File: config.mk
export PLATFORM = sky130hd
export DESIGN_NAME = capture_segment_ctrl
export DESIGN_NICKNAME = d
export VERILOG_FILES = /design/src/rtl/capture_segment_ctrl.sv
export SDC_FILE = /design/constraint.sdc
export NUM_CORES = 1
export LEC_CHECK = 0
export BUFFER_PORTS_ARGS = -buffer_cell sky130_fd_sc_hd__buf_2
export CAP_MARGIN = 25
export CORE_MARGIN = 8
export CORE_UTILIZATION = 55
export CTS_BUF_LIST = sky130_fd_sc_hd__clkbuf_8
export DETAILED_ROUTE_END_ITERATION = 8
export PLACE_DENSITY = 0.84
export SKIP_CTS_REPAIR_TIMING = 1
export SYNTH_ARGS = -nofsm -noshare
export SYNTH_HDL_FRONTEND = slang
export SYNTH_SLANG_ARGS = --single-unit
File: constraint.sdc
create_clock -name adc_clk -period 4.94 [get_ports adc_clk]
set_clock_uncertainty 0.1 [all_clocks]
set_input_delay 0.741 -clock adc_clk [delete_from_list [all_inputs] [get_ports adc_clk]]
set_output_delay 0.741 -clock adc_clk [all_outputs]
set_load 0.1 [all_outputs]
File: src/rtl/capture_segment_ctrl.sv
// -----------------------------------------------------------------------------
// capture_segment_ctrl
//
// Purpose:
//   Sits downstream of the ADC trigger unit. Turns per-segment start pulses
//   into sample-FIFO write enables, counts samples per segment and segments
//   per capture, and reports capture completion (or FIFO overflow) back to
//   the trigger unit. Two segment modes:
//     - per-trigger : every segment waits for its own capture_go_i pulse
//     - timed       : segments after the first start segment_cycles_i cycles
//                     apart (start-to-start), measured by a pitch counter
//
// Ports:
//   adc_clk           ADC sample clock
//   reset             asynchronous, active-high reset
//   arm_i             arm level: rising edge starts a capture, low aborts it
//   capture_go_i      one-cycle segment start pulse from the trigger unit
//   num_samples_i     samples per segment (0 treated as 1)
//   num_segments_i    segments per capture (0 treated as 1)
//   segment_cycles_i  0 = per-trigger mode, else timed-mode pitch in cycles
//   fifo_full_i       sample FIFO full
//   sample_wr_o       FIFO write enable, one sample per cycle
//   segment_first_o   marks the first write of each segment
//   capture_done_o    high from completion/overflow until arm_i drops
//   segment_count_o   segments completed in this capture
//   sample_count_o    samples written in the current segment
//   overflow_o        sticky FIFO overflow flag
//   state_o           FSM state (debug)
// -----------------------------------------------------------------------------
module capture_segment_ctrl #(
    parameter int SAMP_W = 32,
    parameter int SEG_W  = 16,
    parameter int CYC_W  = 20
) (
    input  logic              adc_clk,
    input  logic              reset,
    input  logic              arm_i,
    input  logic              capture_go_i,
    input  logic [SAMP_W-1:0] num_samples_i,
    input  logic [SEG_W-1:0]  num_segments_i,
    input  logic [CYC_W-1:0]  segment_cycles_i,
    input  logic              fifo_full_i,
    output logic              sample_wr_o,
    output logic              segment_first_o,
    output logic              capture_done_o,
    output logic [SEG_W-1:0]  segment_count_o,
    output logic [SAMP_W-1:0] sample_count_o,
    output logic              overflow_o,
    output logic [2:0]        state_o
);

    typedef enum logic [2:0] {
        ST_IDLE      = 3'd0,
        ST_WAIT_GO   = 3'd1,
        ST_CAPTURE   = 3'd2,
        ST_WAIT_NEXT = 3'd3,
        ST_DONE      = 3'd4
    } state_t;

    // Saturating increments: counters stick at all-ones instead of wrapping.
    function automatic logic [SAMP_W-1:0] sat_inc_samp(input logic [SAMP_W-1:0] v);
        if (v == {SAMP_W{1'b1}}) begin
            return v;
        end else begin
            return v + {{(SAMP_W-1){1'b0}}, 1'b1};
        end
    endfunction

    function automatic logic [SEG_W-1:0] sat_inc_seg(input logic [SEG_W-1:0] v);
        if (v == {SEG_W{1'b1}}) begin
            return v;
        end else begin
            return v + {{(SEG_W-1){1'b0}}, 1'b1};
        end
    endfunction

    function automatic logic [CYC_W-1:0] sat_inc_cyc(input logic [CYC_W-1:0] v);
        if (v == {CYC_W{1'b1}}) begin
            return v;
        end else begin
            return v + {{(CYC_W-1){1'b0}}, 1'b1};
        end
    endfunction

    localparam logic [SAMP_W-1:0] SAMP_ONE = {{(SAMP_W-1){1'b0}}, 1'b1};
    localparam logic [SEG_W-1:0]  SEG_ONE  = {{(SEG_W-1){1'b0}}, 1'b1};
    localparam logic [CYC_W-1:0]  CYC_ONE  = {{(CYC_W-1){1'b0}}, 1'b1};

    state_t            state_q,     state_d;
    logic              arm_dly_q;
    logic [SAMP_W-1:0] nsamp_q,     nsamp_d;
    logic [SEG_W-1:0]  nseg_q,      nseg_d;
    logic [CYC_W-1:0]  cyc_q,       cyc_d;
    logic [CYC_W-1:0]  pitch_q,     pitch_d;
    logic [SEG_W-1:0]  seg_cnt_q,   seg_cnt_d;
    logic [SAMP_W-1:0] samp_cnt_q,  samp_cnt_d;
    logic              ovf_q,       ovf_d;
    logic              wr_q,        wr_d;
    logic              first_q,     first_d;
    logic              done_q,      done_d;

    logic              arm_rise_s;
    logic              last_s;
    logic              timed_s;
    logic [SEG_W-1:0]  seg_next_s;

    assign arm_rise_s = arm_i & ~arm_dly_q;
    // nsamp_q is never 0 (zero is promoted to 1 when latched), so S-1 is safe.
    assign last_s     = (samp_cnt_q == (nsamp_q - SAMP_ONE));
    assign timed_s    = (cyc_q != {CYC_W{1'b0}});
    assign seg_next_s = sat_inc_seg(seg_cnt_q);

    // Next-state and next-output logic for the capture FSM.
    always_comb begin
        state_d    = state_q;
        nsamp_d    = nsamp_q;
        nseg_d     = nseg_q;
        cyc_d      = cyc_q;
        pitch_d    = pitch_q;
        seg_cnt_d  = seg_cnt_q;
        samp_cnt_d = samp_cnt_q;
        ovf_d      = ovf_q;
        first_d    = 1'b0;

        case (state_q)
            ST_IDLE: begin
                // Counters and overflow survive in IDLE so an aborted or
                // overflowed capture can be inspected; they clear on re-arm.
                if (arm_rise_s) begin
                    state_d    = ST_WAIT_GO;
                    nsamp_d    = (num_samples_i == {SAMP_W{1'b0}}) ? SAMP_ONE : num_samples_i;
                    nseg_d     = (num_segments_i == {SEG_W{1'b0}}) ? SEG_ONE : num_segments_i;
                    cyc_d      = segment_cycles_i;
                    pitch_d    = {CYC_W{1'b0}};
                    seg_cnt_d  = {SEG_W{1'b0}};
                    samp_cnt_d = {SAMP_W{1'b0}};
                    ovf_d      = 1'b0;
                end else begin
                    state_d = ST_IDLE;
                end
            end

            ST_WAIT_GO: begin
                if (!arm_i) begin
                    state_d = ST_IDLE;
                end else if (capture_go_i) begin
                    state_d    = ST_CAPTURE;
                    first_d    = 1'b1;
                    pitch_d    = CYC_ONE;
                    samp_cnt_d = {SAMP_W{1'b0}};
                end else begin
                    state_d = ST_WAIT_GO;
                end
            end

            ST_CAPTURE: begin
                // Priority: abort > overflow > last sample.
                if (!arm_i) begin
                    state_d = ST_IDLE;
                end else if (fifo_full_i) begin
                    // Rejected write: segment in progress is not counted.
                    ovf_d   = 1'b1;
                    state_d = ST_DONE;
                end else begin
                    samp_cnt_d = sat_inc_samp(samp_cnt_q);
                    pitch_d    = sat_inc_cyc(pitch_q);
                    if (last_s) begin
                        seg_cnt_d = seg_next_s;
                        if (seg_next_s == nseg_q) begin
                            state_d = ST_DONE;
                        end else if (!timed_s) begin
                            state_d = ST_WAIT_NEXT;
                        end else if (pitch_q >= cyc_q) begin
                            // Pitch already elapsed: next segment starts
                            // back-to-back with this one.
                            state_d    = ST_CAPTURE;
                            first_d    = 1'b1;
                            samp_cnt_d = {SAMP_W{1'b0}};
                            pitch_d    = CYC_ONE;
                        end else begin
                            state_d = ST_WAIT_NEXT;
                        end
                    end else begin
                        state_d = ST_CAPTURE;
                    end
                end
            end

            ST_WAIT_NEXT: begin
                if (!arm_i) begin
                    state_d = ST_IDLE;
                end else if (timed_s) begin
                    // pitch_q counts 1 on the first write cycle of the
                    // previous segment, so reaching cyc_q here places the
                    // next first write exactly cyc_q cycles after it.
                    if (pitch_q >= cyc_q) begin
                        state_d    = ST_CAPTURE;
                        first_d    = 1'b1;
                        samp_cnt_d = {SAMP_W{1'b0}};
                        pitch_d    = CYC_ONE;
                    end else begin
                        pitch_d = sat_inc_cyc(pitch_q);
                    end
                end else if (capture_go_i) begin
                    state_d    = ST_CAPTURE;
                    first_d    = 1'b1;
                    samp_cnt_d = {SAMP_W{1'b0}};
                    pitch_d    = CYC_ONE;
                end else begin
                    state_d = ST_WAIT_NEXT;
                end
            end

            ST_DONE: begin
                if (!arm_i) begin
                    state_d = ST_IDLE;
                end else begin
                    state_d = ST_DONE;
                end
            end

            default: begin
                state_d = ST_IDLE;
            end
        endcase

        // Strobes are registered from the next state so they line up with
        // the cycle the FSM spends in that state.
        wr_d   = (state_d == ST_CAPTURE);
        done_d = (state_d == ST_DONE);
    end

    // State, configuration, counters and registered outputs.
    always_ff @(posedge adc_clk or posedge reset) begin
        if (reset) begin
            state_q    <= ST_IDLE;
            arm_dly_q  <= 1'b0;
            nsamp_q    <= SAMP_ONE;
            nseg_q     <= SEG_ONE;
            cyc_q      <= {CYC_W{1'b0}};
            pitch_q    <= {CYC_W{1'b0}};
            seg_cnt_q  <= {SEG_W{1'b0}};
            samp_cnt_q <= {SAMP_W{1'b0}};
            ovf_q      <= 1'b0;
            wr_q       <= 1'b0;
            first_q    <= 1'b0;
            done_q     <= 1'b0;
        end else begin
            state_q    <= state_d;
            arm_dly_q  <= arm_i;
            nsamp_q    <= nsamp_d;
            nseg_q     <= nseg_d;
            cyc_q      <= cyc_d;
            pitch_q    <= pitch_d;
            seg_cnt_q  <= seg_cnt_d;
            samp_cnt_q <= samp_cnt_d;
            ovf_q      <= ovf_d;
            wr_q       <= wr_d;
            first_q    <= first_d;
            done_q     <= done_d;
        end
    end

    assign sample_wr_o     = wr_q;
    assign segment_first_o = first_q;
    assign capture_done_o  = done_q;
    assign segment_count_o = seg_cnt_q;
    assign sample_count_o  = samp_cnt_q;
    assign overflow_o      = ovf_q;
    assign state_o         = state_q;

endmodule

Word-level counts from Yosys, hierarchy flattened
Index checks and enable logic that the tools add are counted.

Register bits after elaboration: 144. Input bits: 73. Output and inout port bits: 55. Word-level logic and storage cells: 114.

$add $sub $neg: 4. Magnitude comparators: 1. Eq/ne operators: 19. Mux-type cells: 65. Bitwise operators: 2. Reductions and logical operators: 11.

Operators with widths (count): two-way mux 32 bit (14); two-way mux 20 bit (12); one-hot mux 32 bit (4 select lines) (1); two-way mux 16 bit (6); one-hot mux 20 bit (4 select lines) (1); adder 32 x 1 -> 32 bit, second input constant (1); == test 32 bit (1); == test 32 bit, second input constant (1); zero test 32 bit (1); one-hot mux 16 bit (2 select lines) (1); subtractor 32 x 1 -> 32 bit, second input constant (1); two-way mux 3 bit (8); adder 20 x 1 -> 20 bit, second input constant (1); == test 20 bit, second input constant (1); >= comparator 20 bit (1); nonzero test 20 bit (1); two-way mux 1 bit (17); adder 16 x 1 -> 16 bit, second input constant (1); == test 16 bit (1); == test 16 bit, second input constant (1); zero test 16 bit (1); one-hot mux 3 bit (5 select lines) (1); inequality test 2 bit, second input constant (7); == test 3 x 2 -> 1 bit, second input constant (3); 16 further kinds (18).

Longest topological paths before layout
Gate-level depths: netlist of run 1.

Depth after elaboration: 9. Mapped depth: 14. Mapped depth without buffers: 11.

Least setup slack after synthesis of run 1
No wires, ideal clock.

Kind: reg2reg. Start point: register seg_cnt_q[0] (netlist: segment_count_o[0]). End point: register pitch_q[16]. Library setup time: 87 ps. Arrival: 4021 ps. Required time: 4753 ps. Slack: 732 ps. Cell stages (with the launch flop): 12. Path buffers: 1. Period minus slack after synthesis: 4208 ps. Path through: dfrtp_1 > ha_1 > nand3_1 > nor4_1 > nor3_1 > xnor2_1 > a2111oi_0 > nand4_1 > and4_1 > buf_2 > or4_1 > a22oi_1.

Word-level cells in the longest chain between the ends: 8. Elaborated cells on any way between the ends: 9. Classes of those cells: add/sub: 1; eq/ne: 2; mux: 6.

RTL lines: from (decl) (RTL line 95) `logic [SEG_W-1:0] seg_cnt_q, seg_cnt_d;`; from (signal assigned) (RTL line 242) `seg_cnt_q <= {SEG_W{1'b0}};`; from (signal assigned) (RTL line 255) `seg_cnt_q <= seg_cnt_d;`; adder 16 x 1 -> 16 bit / == test 16 bit (equally long branches) (RTL line 73, 70); two-way mux 16 bit * (RTL line 70) `if (v == {SEG_W{1'b1}}) begin`; == test 16 bit * (RTL line 169) `if (seg_next_s == nseg_q) begin`; two-way mux 20 bit * (RTL line 169); two-way mux 20 bit * (RTL line 167) `if (last_s) begin`; two-way mux 20 bit * (RTL line 160) `end else if (fifo_full_i) begin`; two-way mux 20 bit * (RTL line 158) `if (!arm_i) begin`; one-hot mux 20 bit (4 select lines) * (RTL line 125) `case (state_q)`; to (signal assigned) (RTL line 241) `pitch_q <= {CYC_W{1'b0}};`; to (signal assigned) (RTL line 254) `pitch_q <= pitch_d;`; to (decl) (RTL line 94) `logic [CYC_W-1:0] pitch_q, pitch_d;`.

Mark *: on every way between the ends. The rest lies on a longest branch, timed or not. The select of a mux whose other input is x is not followed. A chain may end at the register's enable or synchronous reset.

Worst setup path in the final report of run 1
Start point: register nsamp_q[1]. End point: register pitch_q[5].

Word-level cells in the longest chain between the ends: 6.

RTL lines: from (decl) (RTL line 91) `logic [SAMP_W-1:0] nsamp_q, nsamp_d;`; from (signal assigned) (RTL line 251) `nsamp_q <= nsamp_d;`; subtractor 32 x 1 -> 32 bit (RTL line 109) `assign last_s = (samp_cnt_q == (nsamp_q - SAMP_ONE));`; == test 32 bit (RTL line 109); two-way mux 20 bit (RTL line 167); two-way mux 20 bit (RTL line 160); two-way mux 20 bit (RTL line 158); one-hot mux 20 bit (4 select lines) (RTL line 125).

Every way passes these cells. The select of a mux whose other input is x is not followed.

==> results of run 1 <==
-- worst reg2reg max path, cell delays in order (launching register included) --
cell	delay, ns
dfrtp_1	0.40
inv_1	0.08
ha_1	0.22
or4b_2	0.73
nor4_2	0.38
nand4_1	0.18
xnor2_1	0.18
nor4_1	0.36
and4_1	0.27
nand4_1	0.46
buf_4	0.43
a311oi_1	0.30
o22ai_1	0.11
-- sequential cells by signal, indices dropped and copies added, names as in the netlist --
name and cells:
cyc_q 20, segment_first_o 1, overflow_o 1, capture_done_o 1, segment_count_o 16, sample_count_o 32
state_o 3, nsamp_q 32, nseg_q 16, pitch_q 20, sample_wr_o 1, arm_dly_q 1
-- kinds of logic after synthesis --
logic type	count (synthesis)	share of synthesized area
fa+ha+maj	24	0.0302
xor+xnor	54	0.0475
flops	144	0.362
buf+inv	140	0.0563
compound gates	281	0.192
simple gates	597	0.300
mux	12	0.0121
-- metal layers --
metal,vias to the layer above,track usage,routed length [um]
met5,-,0,0
met4,0,0.121,1120
met3,85,0.0535,2240
met2,493,0.418,14100
met1,4699,0.341,12700
li1,4749,-,-
-- final cells by class --
cell class / instances / area, um2 / share of cell area
clock buffers: 18 / 248 / 0.0222
clock inverters: 14 / 176 / 0.0158
inverters: 65 / 249 / 0.0223
multi-input cells: 968 / 5790 / 0.520
flip-flops and latches: 144 / 3610 / 0.323
well taps: 229 / 287 / 0.0257
repair buffers: 143 / 788 / 0.0707
-- cells in the final DEF, fill, tap and decap left out, types with 39 or more instances in the layout --
cell type / netlist / routed
buf_2: 9 / 127
a21oi_1: 39 / 39
o21ai_0: 56 / 56
nand2_1: 238 / 238
nand4_1: 40 / 40
nor2_1: 67 / 66
inv_1: 64 / 63
a31oi_1: 67 / 67
nor4_1: 39 / 39
nand3_1: 72 / 72
dfrtp_1: 142 / 142
-- power breakdown --
group | leakage, nW | switching, mW | total [mW] | internal, mW
clock | 0.211 | 0.506 | 1.03 | 0.521
combinational | 2.81 | 0.607 | 0.957 | 0.350
sequential | 1.89 | 0.206 | 1.54 | 1.33
total | 4.91 | 1.32 | 3.52 | 2.20
-- how the worst max path moves through the flow --
stage	slack (ns)	end	from	depth (start not counted)
floorplan	0.24	arm_dly_q$_DFF_PP0_	reset	1
global placement	0.79	pitch_q[5]$_DFFE_PP0P_	nsamp_q[1]$_DFFE_PP0P_	12
detailed placement	0.66	pitch_q[5]$_DFFE_PP0P_	nsamp_q[1]$_DFFE_PP0P_	12
CTS	0.64	pitch_q[5]$_DFFE_PP0P_	nsamp_q[1]$_DFFE_PP0P_	12
global route	0.32	pitch_q[5]$_DFFE_PP0P_	nsamp_q[1]$_DFFE_PP0P_	12
finish	0.62	pitch_q[5]$_DFFE_PP0P_	nsamp_q[1]$_DFFE_PP0P_	12
-- per-stage QoR --
| step | hold slack, ns | utilization | cells |
|---|---|---|---|
| global placement | 0.378 | 0.599 | 1547 |
| global route | 0.0822 | 0.625 | 1581 |
| floorplan | 0.365 | - | 1252 |
| finish | 0.0870 | 0.625 | 1581 |
| detailed placement | 0.389 | 0.599 | 1547 |
| CTS | 0.355 | 0.623 | 1579 |
==> impl_metrics.env, run 1 <==
export IMPL_path_cells="inv_1 -> ha_1 -> or4b_2 -> nor4_2 -> nand4_1 -> xnor2_1 -> nor4_1 -> and4_1 -> nand4_1 -> buf_4 -> a311oi_1 -> o22ai_1"
export IMPL_grtUsageTotal=0.264
export IMPL_cpMostUsedCell="nand4_1"
export IMPL_critPathMaxFanout=22
export IMPL_vias_per_cell=6.34
export IMPL_start_kind="flop"
export IMPL_syn_num_nets=1349
export IMPL_fin_ws_ns=0.616
export IMPL_ys_flop_type="dfrtp_1"
export IMPL_cp_buffers_inverters=2
export IMPL_async_reset_ff_frac=1.00
export IMPL_initial_core_util=0.558
export IMPL_slew_viol_final=0
export IMPL_design_die_area_mm2=0.0227
export IMPL_synth_top_area_share=0.357
export IMPL_clk_latency_ns=0.47
export IMPL_vias=10000
export IMPL_hpwl_um=22300
export IMPL_first_iter_violations=961
export IMPL_path_class="flop to flop"
export IMPL_rr_worst_depth=12
export IMPL_ant_nets=0
export IMPL_tns_ns=0
export IMPL_r2r_end="pitch_q[5]$_DFFE_PP0P_"
export IMPL_fmax_mhz=231
export IMPL_wire_per_inst_um=19.1
export IMPL_setup_viol=0
export IMPL_drc_errors=0
export IMPL_synth_seq_cells=144
export IMPL_nNetsFinal=1436
export IMPL_finalCritPeriodShare=0.875
export IMPL_antenna_found_initial=0
export IMPL_fin_area_mm2=0.0111
export IMPL_cts_tree="built"
export IMPL_yosys_area_top_type="dfrtp_1"
export IMPL_worst_setup_path_end_kind="flop"
export IMPL_p_leak_nw=4.91
export IMPL_r2r_setup_slack_ns=0.62
export IMPL_timing_critical_path_arrival_ns=4.54
export IMPL_ys_warn_count=0
export IMPL_chipHeight_um=151
export IMPL_cp_top_family="simple AND/OR/NAND/NOR gates"
export IMPL_peakVddDrop_mv=0.303
export IMPL_power_density_mw_per_mm2=316
export IMPL_tightest_slew_ns=0.839
export IMPL_core_mm2=0.0178
export IMPL_num_antenna_cells=0
export IMPL_rsz0062_at_grt="false"
export IMPL_firstDrtPassIters=6
export IMPL_synth_commonest_cells="238 x nand2_1, 142 x dfrtp_1, 72 x nand3_1"
export IMPL_cts_buffers=17
export IMPL_nFillCells=1537
export IMPL_cts_sinks=144
export IMPL_synth_cells=1252
export IMPL_grt_pass1_vias=9510
export IMPL_syn_area_per_cell_um2=7.95
export IMPL_pin_count=128
export IMPL_place_gp_congestion=0.987
export IMPL_area_growth_pct=12.0
export IMPL_wl_um=30200
export IMPL_placed_area_mm2=0.0107
export IMPL_synth_most_common_cell="nand2_1"
export IMPL_grt_overflow=0
export IMPL_clock_root_buffer="clkbuf_8"
export IMPL_pre_cts_ws_ns=0.655
export IMPL_clockBufferDepth=2
export IMPL_cp_slowest_stage_delay_ns=0.73
export IMPL_fin_crit_ns=4.32
export IMPL_die_x_um=151
export IMPL_status="finished, final reports clean"
export IMPL_grt_max_degree=110
export IMPL_cp_required_ns=5.16
export IMPL_synth_edf_count=0
export IMPL_syn_cell_area_mm2=0.00995
export IMPL_hold_path_class="primary input to asynchronous set/reset pin"
export IMPL_relSlewSlack=0.436
export IMPL_port_buffers=127
export IMPL_reg2reg_from="nsamp_q[1]$_DFFE_PP0P_"
export IMPL_slowest_stage="or4b_2"
export IMPL_p_total_mw=3.52
export IMPL_post_route_cells_drive_above_1_share=0.152
export IMPL_clk_pin_slew_ns=0.09
export IMPL_rows=49
export IMPL_maxCapViolCount=0
export IMPL_hold_viol_final=0
export IMPL_yosys_top_cells_area="dfrtp_1 36%, nand2_1 9.0%, a31oi_1 4.2%, nand3_1 3.6%, ha_1 3.0%"
export IMPL_htreeDepth=4
export IMPL_synth_seq_area_share=0.362
export IMPL_ys_types=84
export IMPL_grt_first_pass_wirelength_um=48000
Power figures use the tool's default switching activity.
==> run 2: changes to the inputs <==
Settings changed: CORE_ASPECT_RATIO set to 2, TNS_END_PERCENT set to 1.
==> run 2 against run 1 <==
  * Utilization decreased by 0.20 points
  * Final cell count decreased by 1.3%
  * Non-clock buffer count shrank 2
  * Critical endpoint is now sample_count_o[22]$_DFFE_PP0P_
  * Via count up 2.2%
  * Routed wire length increased by 5.4%
  * Final area shrank 0.64%
  * Worst hold slack lost 0.0011 ns
==> impl_metrics.env, run 2 (synthesis results as in run 1) <==
export IMPL_r2r_setup_slack_ns=0.74
export IMPL_rows=69
export IMPL_place_gp_congestion=0.995
export IMPL_layout_commonest_cell="nand2_1"
export IMPL_wire_per_inst_um=20.4
export IMPL_routed_wl_met2_um=16400
export IMPL_tightest_slew_ns=0.912
export IMPL_holdWs_ns=0.0859
export IMPL_core_mm2=0.0178
export IMPL_nNetsFinal=1434
export IMPL_cts_buffers=17
export IMPL_pin_count=128
export IMPL_grtUsageTotal=0.273
export IMPL_hold_viol_final=0
export IMPL_antenna_found_initial=0
export IMPL_p_total_mw=3.45
export IMPL_finalCritPeriodShare=0.851
export IMPL_htreeDepth=4
export IMPL_setup_viol=0
export IMPL_grt_first_pass_wirelength_um=50500
export IMPL_grt_overflow=0
export IMPL_met3_length_um=2130
export IMPL_slew_viol_final=0
export IMPL_first_iter_violations=665
export IMPL_timing_critical_path_arrival_ns=4.47
export IMPL_area_growth_pct=11.3
export IMPL_peakVddDrop_mv=0.211
export IMPL_port_buffers=127
export IMPL_grt_pass1_vias=10000
export IMPL_clockBufferDepth=2
export IMPL_rsz0062_at_grt="false"
export IMPL_path_class="flop to flop"
export IMPL_grt_max_degree=111
export IMPL_status="finished, final reports clean"
export IMPL_clock_root_buffer="clkbuf_8"
export IMPL_cts_tree="built"
export IMPL_clk_latency_ns=0.47
export IMPL_relSlewSlack=0.387
export IMPL_design_die_area_mm2=0.0229
export IMPL_cp_required_ns=5.21
export IMPL_maxCapViolCount=0
export IMPL_num_antenna_cells=0
export IMPL_top_layer="met4"
export IMPL_initial_core_util=0.560
export IMPL_vias_per_cell=6.56
export IMPL_vias=10200
export IMPL_chipHeight_um=206
export IMPL_critPathMaxFanout=75
export IMPL_post_route_cells_drive_above_1_share=0.149
export IMPL_tns_ns=0
export IMPL_worst_setup_path_end_kind="flop"
export IMPL_start_kind="flop"
export IMPL_cts_sinks=144
export IMPL_p_leak_nw=4.89
export IMPL_drc_errors=0
export IMPL_ant_nets=0
export IMPL_wl_um=31900
export IMPL_fin_crit_ns=4.20
export IMPL_mostFrequentLayoutCells="238 x nand2_1, 142 x dfrtp_1, 127 x buf_2"
export IMPL_clk_pin_slew_ns=0.09
export IMPL_fmax_mhz=238
export IMPL_power_density_mw_per_mm2=312
export IMPL_die_x_um=111
export IMPL_hpwl_um=23900
export IMPL_firstDrtPassIters=6
export IMPL_hold_path_class="primary input to asynchronous set/reset pin"
export IMPL_wl_met1_um=11000
run 2: where the power goes:
group | switching (mW) | leakage, nW | total, mW | internal (mW)
Combinational | 0.607 | 2.80 | 0.955 | 0.348
Clock | 0.473 | 0.196 | 0.954 | 0.481
Sequential | 0.214 | 1.89 | 1.54 | 1.33
run 2: path summary, 6_finish.rpt:
check                                                  to  cells past startpoint                           start
setup / recovery           sample_count_o[22]$_DFFE_PP0P_                     11  segment_count_o[0]$_DFFE_PP0P_
hold / removal                      cyc_q[14]$_DFFE_PP0P_                      2                           reset
min in group adc_clk                  arm_dly_q$_DFF_PP0_                      1                           arm_i
setup reg to reg           sample_count_o[22]$_DFFE_PP0P_                     11  segment_count_o[0]$_DFFE_PP0P_
max in group asynchronous  segment_count_o[8]$_DFFE_PP0P_                      4                           reset
hold reg to reg                     nseg_q[0]$_DFFE_PP1P_                      2           nseg_q[0]$_DFFE_PP1P_
run 2: per-stage QoR:
stage / util / instances / cell area [um2] / setup slack, ns
finish: 0.623 / 1561 / 11100 / 0.736
global route: 0.623 / 1561 / 11100 / 0.377
floorplan: - / 1252 / 9950 / 0.236
detailed placement: 0.599 / 1530 / 10700 / 0.785
global placement: 0.599 / 1530 / 10700 / 0.972
CTS: 0.621 / 1560 / 11000 / 0.775
run 2: worst max-delay path, stage by stage, from the launching register on:
cell and delay (ns):
dfrtp_1 0.46, ha_1 0.32, nand3_1 0.27, nor4_1 0.60, nor3_1 0.18, xnor2_1 0.20, a2111oi_0 0.54, nand4_1 0.23
nand4_1 0.20, buf_12 0.30, nand2_1 0.30, o311ai_1 0.35
run 2: final cells by class:
cell class,instances,area (um2)
flip-flops and latches,144,3610
clock buffers,20,275
fillers,1577,6710
repair buffers,141,773
multi-input cells,968,5790
well taps,213,267
clock inverters,10,113
inverters,65,249
run 2: routing by layer:
metal / GRT usage / vias up
li1: - / 4745
met1: 0.276 / 4848
met2: 0.486 / 492
met3: 0.0552 / 162
met4: 0.204 / 0
met5: 0 / -
==> run 3: changes to the inputs <==
Settings changed: CORE_MARGIN 8 to 2.
Clock period 4.94 ns to 3.8 ns, I/O delays scaled along.
==> run 3 against run 2 <==
  * Clock power rose by 46%
  * Utilization up 3.0 points
  * First-iteration DRC count shrank 12%
  * Register-to-register slack got worse by 0.56 ns
  * Combinational power is 41% higher
  * Global-route usage increased by 6.4 points
  * Sequential power up 29%
  * Flip-flop and latch count is the same
  * Clock-buffer cell count is 2 lower
==> impl_metrics.env, run 3 (synthesis results as in run 1) <==
export IMPL_status="finished, final reports clean"
export IMPL_chipHeight_um=194
export IMPL_cts_buffers=17
export IMPL_reg2reg_from="segment_count_o[0]$_DFFE_PP0P_"
export IMPL_drc_errors=0
export IMPL_clk_pin_slew_ns=0.09
export IMPL_cp_required_ns=4.05
export IMPL_peakVddDrop_mv=0.397
export IMPL_clockBufferDepth=2
export IMPL_path_cells="ha_1 -> and3_2 -> o21ai_0 -> a32o_1 -> or3b_2 -> a2111oi_1 -> nand4_1 -> and4_2 -> or4_1 -> a22oi_1"
export IMPL_r2r_end="pitch_q[16]$_DFFE_PP0P_"
export IMPL_firstDrtPassIters=7
export IMPL_p_leak_nw=5.22
export IMPL_slew_viol_final=0
export IMPL_rsz0062_at_grt="false"
export IMPL_timing_critical_path_arrival_ns=3.87
export IMPL_cp_buffers_inverters=0
export IMPL_start_kind="flop"
export IMPL_wl_um=32600
export IMPL_die_x_um=99.1
export IMPL_clock_root_buffer="clkbuf_8"
export IMPL_holdWs_ns=0.157
export IMPL_core_mm2=0.0178
export IMPL_grtUsageTotal=0.337
export IMPL_path_class="flop to flop"
export IMPL_place_gp_congestion=1.01
export IMPL_p_total_mw=4.73
export IMPL_post_route_cells_drive_above_1_share=0.189
export IMPL_tightest_slew_ns=1.02
export IMPL_vias_per_cell=6.50
export IMPL_layout_commonest_cell="nand2_1"
export IMPL_vias=10500
export IMPL_design_die_area_mm2=0.0193
export IMPL_initial_core_util=0.560
export IMPL_fmax_mhz=276
export IMPL_area_growth_pct=16.7
export IMPL_grt_first_pass_wirelength_um=51800
export IMPL_grt_pass1_vias=10400
export IMPL_clk_latency_ns=0.45
export IMPL_pin_count=128
export IMPL_htreeDepth=4
export IMPL_worst_setup_path_end_kind="flop"
export IMPL_rr_worst_depth=10
export IMPL_maxCapViolCount=0
export IMPL_nNetsFinal=1494
export IMPL_num_antenna_cells=0
export IMPL_critPathMaxFanout=8
export IMPL_relSlewSlack=0.313
export IMPL_cts_tree="built"
export IMPL_power_density_mw_per_mm2=407
export IMPL_cp_slowest_stage_delay_ns=0.52
export IMPL_cts_sinks=144
export IMPL_wire_per_inst_um=20.1
export IMPL_ant_nets=0
export IMPL_fin_crit_ns=3.62
export IMPL_grt_overflow=0
export IMPL_slowest_stage="or4_1"
export IMPL_hold_viol_final=0
export IMPL_r2r_setup_slack_ns=0.18
export IMPL_finalCritPeriodShare=0.953
export IMPL_hold_path_class="primary input to asynchronous set/reset pin"
export IMPL_hpwl_um=24700
export IMPL_cp_top_family="simple AND/OR/NAND/NOR gates"
export IMPL_mostFrequentLayoutCells="237 x nand2_1, 141 x dfrtp_1, 127 x buf_2"
export IMPL_antenna_found_initial=0
export IMPL_rows=69
export IMPL_grt_max_degree=76
export IMPL_port_buffers=127
export IMPL_first_iter_violations=587
export IMPL_nFillCells=1527
export IMPL_setup_viol=0
-- run 3: cell types whose count changed in the layout (fill, tap and decap cells not counted), moves of 3 or more --
cell and delta:
inv_1 +3, nor4_2 +3, buf_4 +60, nor4_1 -3, bufinv_16 +3
-- run 3: report_power, final --
group          leakage [nW]  internal, mW  switching, mW
Clock                 0.232         0.788          0.601
Sequential             1.89          1.73          0.262
Combinational          3.10         0.509          0.842
-- run 3: routing by layer --
| layer | global-route usage | routed length [um] | vias to the layer above |
|---|---|---|---|
| met3 | 0.0425 | 1860 | 152 |
| met2 | 0.594 | 17100 | 513 |
| li1 | - | - | 4870 |
| met4 | 0.241 | 2490 | 0 |
| met5 | 0 | 0 | - |
| met1 | 0.361 | 11100 | 5002 |
-- run 3: worst reg2reg max path, cell delays in order (launching register included) --
cell and delay (ns):
dfrtp_1 0.36, ha_1 0.22, and3_2 0.28, o21ai_0 0.13
a32o_1 0.29, or3b_2 0.45, a2111oi_1 0.37, nand4_1 0.23
and4_2 0.38, or4_1 0.52, a22oi_1 0.19
-- run 3: area by class of cell --
cell class              instances  area [um2]  area share
repair buffers                201        1220       0.105
well taps                     213         267      0.0230
inverters                      65         248      0.0213
flip-flops and latches        144        3610       0.311
multi-input cells             968        5830       0.502
clock inverters                13         196      0.0169
clock buffers                  18         248      0.0213
-- run 3: through the flow --
step                      utilization  instance area [um2]  cells  setup TNS, ns  setup slack [ns]
after global routing            0.653                11600   1622              0           0.00297
after CTS                       0.650                11600   1620              0            0.0640
final                           0.653                11600   1622              0             0.180
after global placement          0.625                11100   1589              0             0.158
after floorplan                     -                 9960   1252         -11.96            -0.408
after detailed placement        0.625                11100   1589              0            0.0861
-- run 3: worst max-delay path by stage --
stage | start | slack, ns | to | depth (start not counted)
floorplan | segment_count_o[0]$_DFFE_PP0P_ | -0.41 | pitch_q[16]$_DFFE_PP0P_ | 11
global placement | nsamp_q[1]$_DFFE_PP0P_ | 0.16 | pitch_q[2]$_DFFE_PP0P_ | 12
detailed placement | segment_count_o[1]$_DFFE_PP0P_ | 0.09 | pitch_q[16]$_DFFE_PP0P_ | 10
CTS | segment_count_o[1]$_DFFE_PP0P_ | 0.06 | pitch_q[16]$_DFFE_PP0P_ | 10
global route | nsamp_q[5]$_DFFE_PP0P_ | 0.003 | sample_count_o[9]$_DFFE_PP0P_ | 11
finish | segment_count_o[0]$_DFFE_PP0P_ | 0.18 | pitch_q[16]$_DFFE_PP0P_ | 10
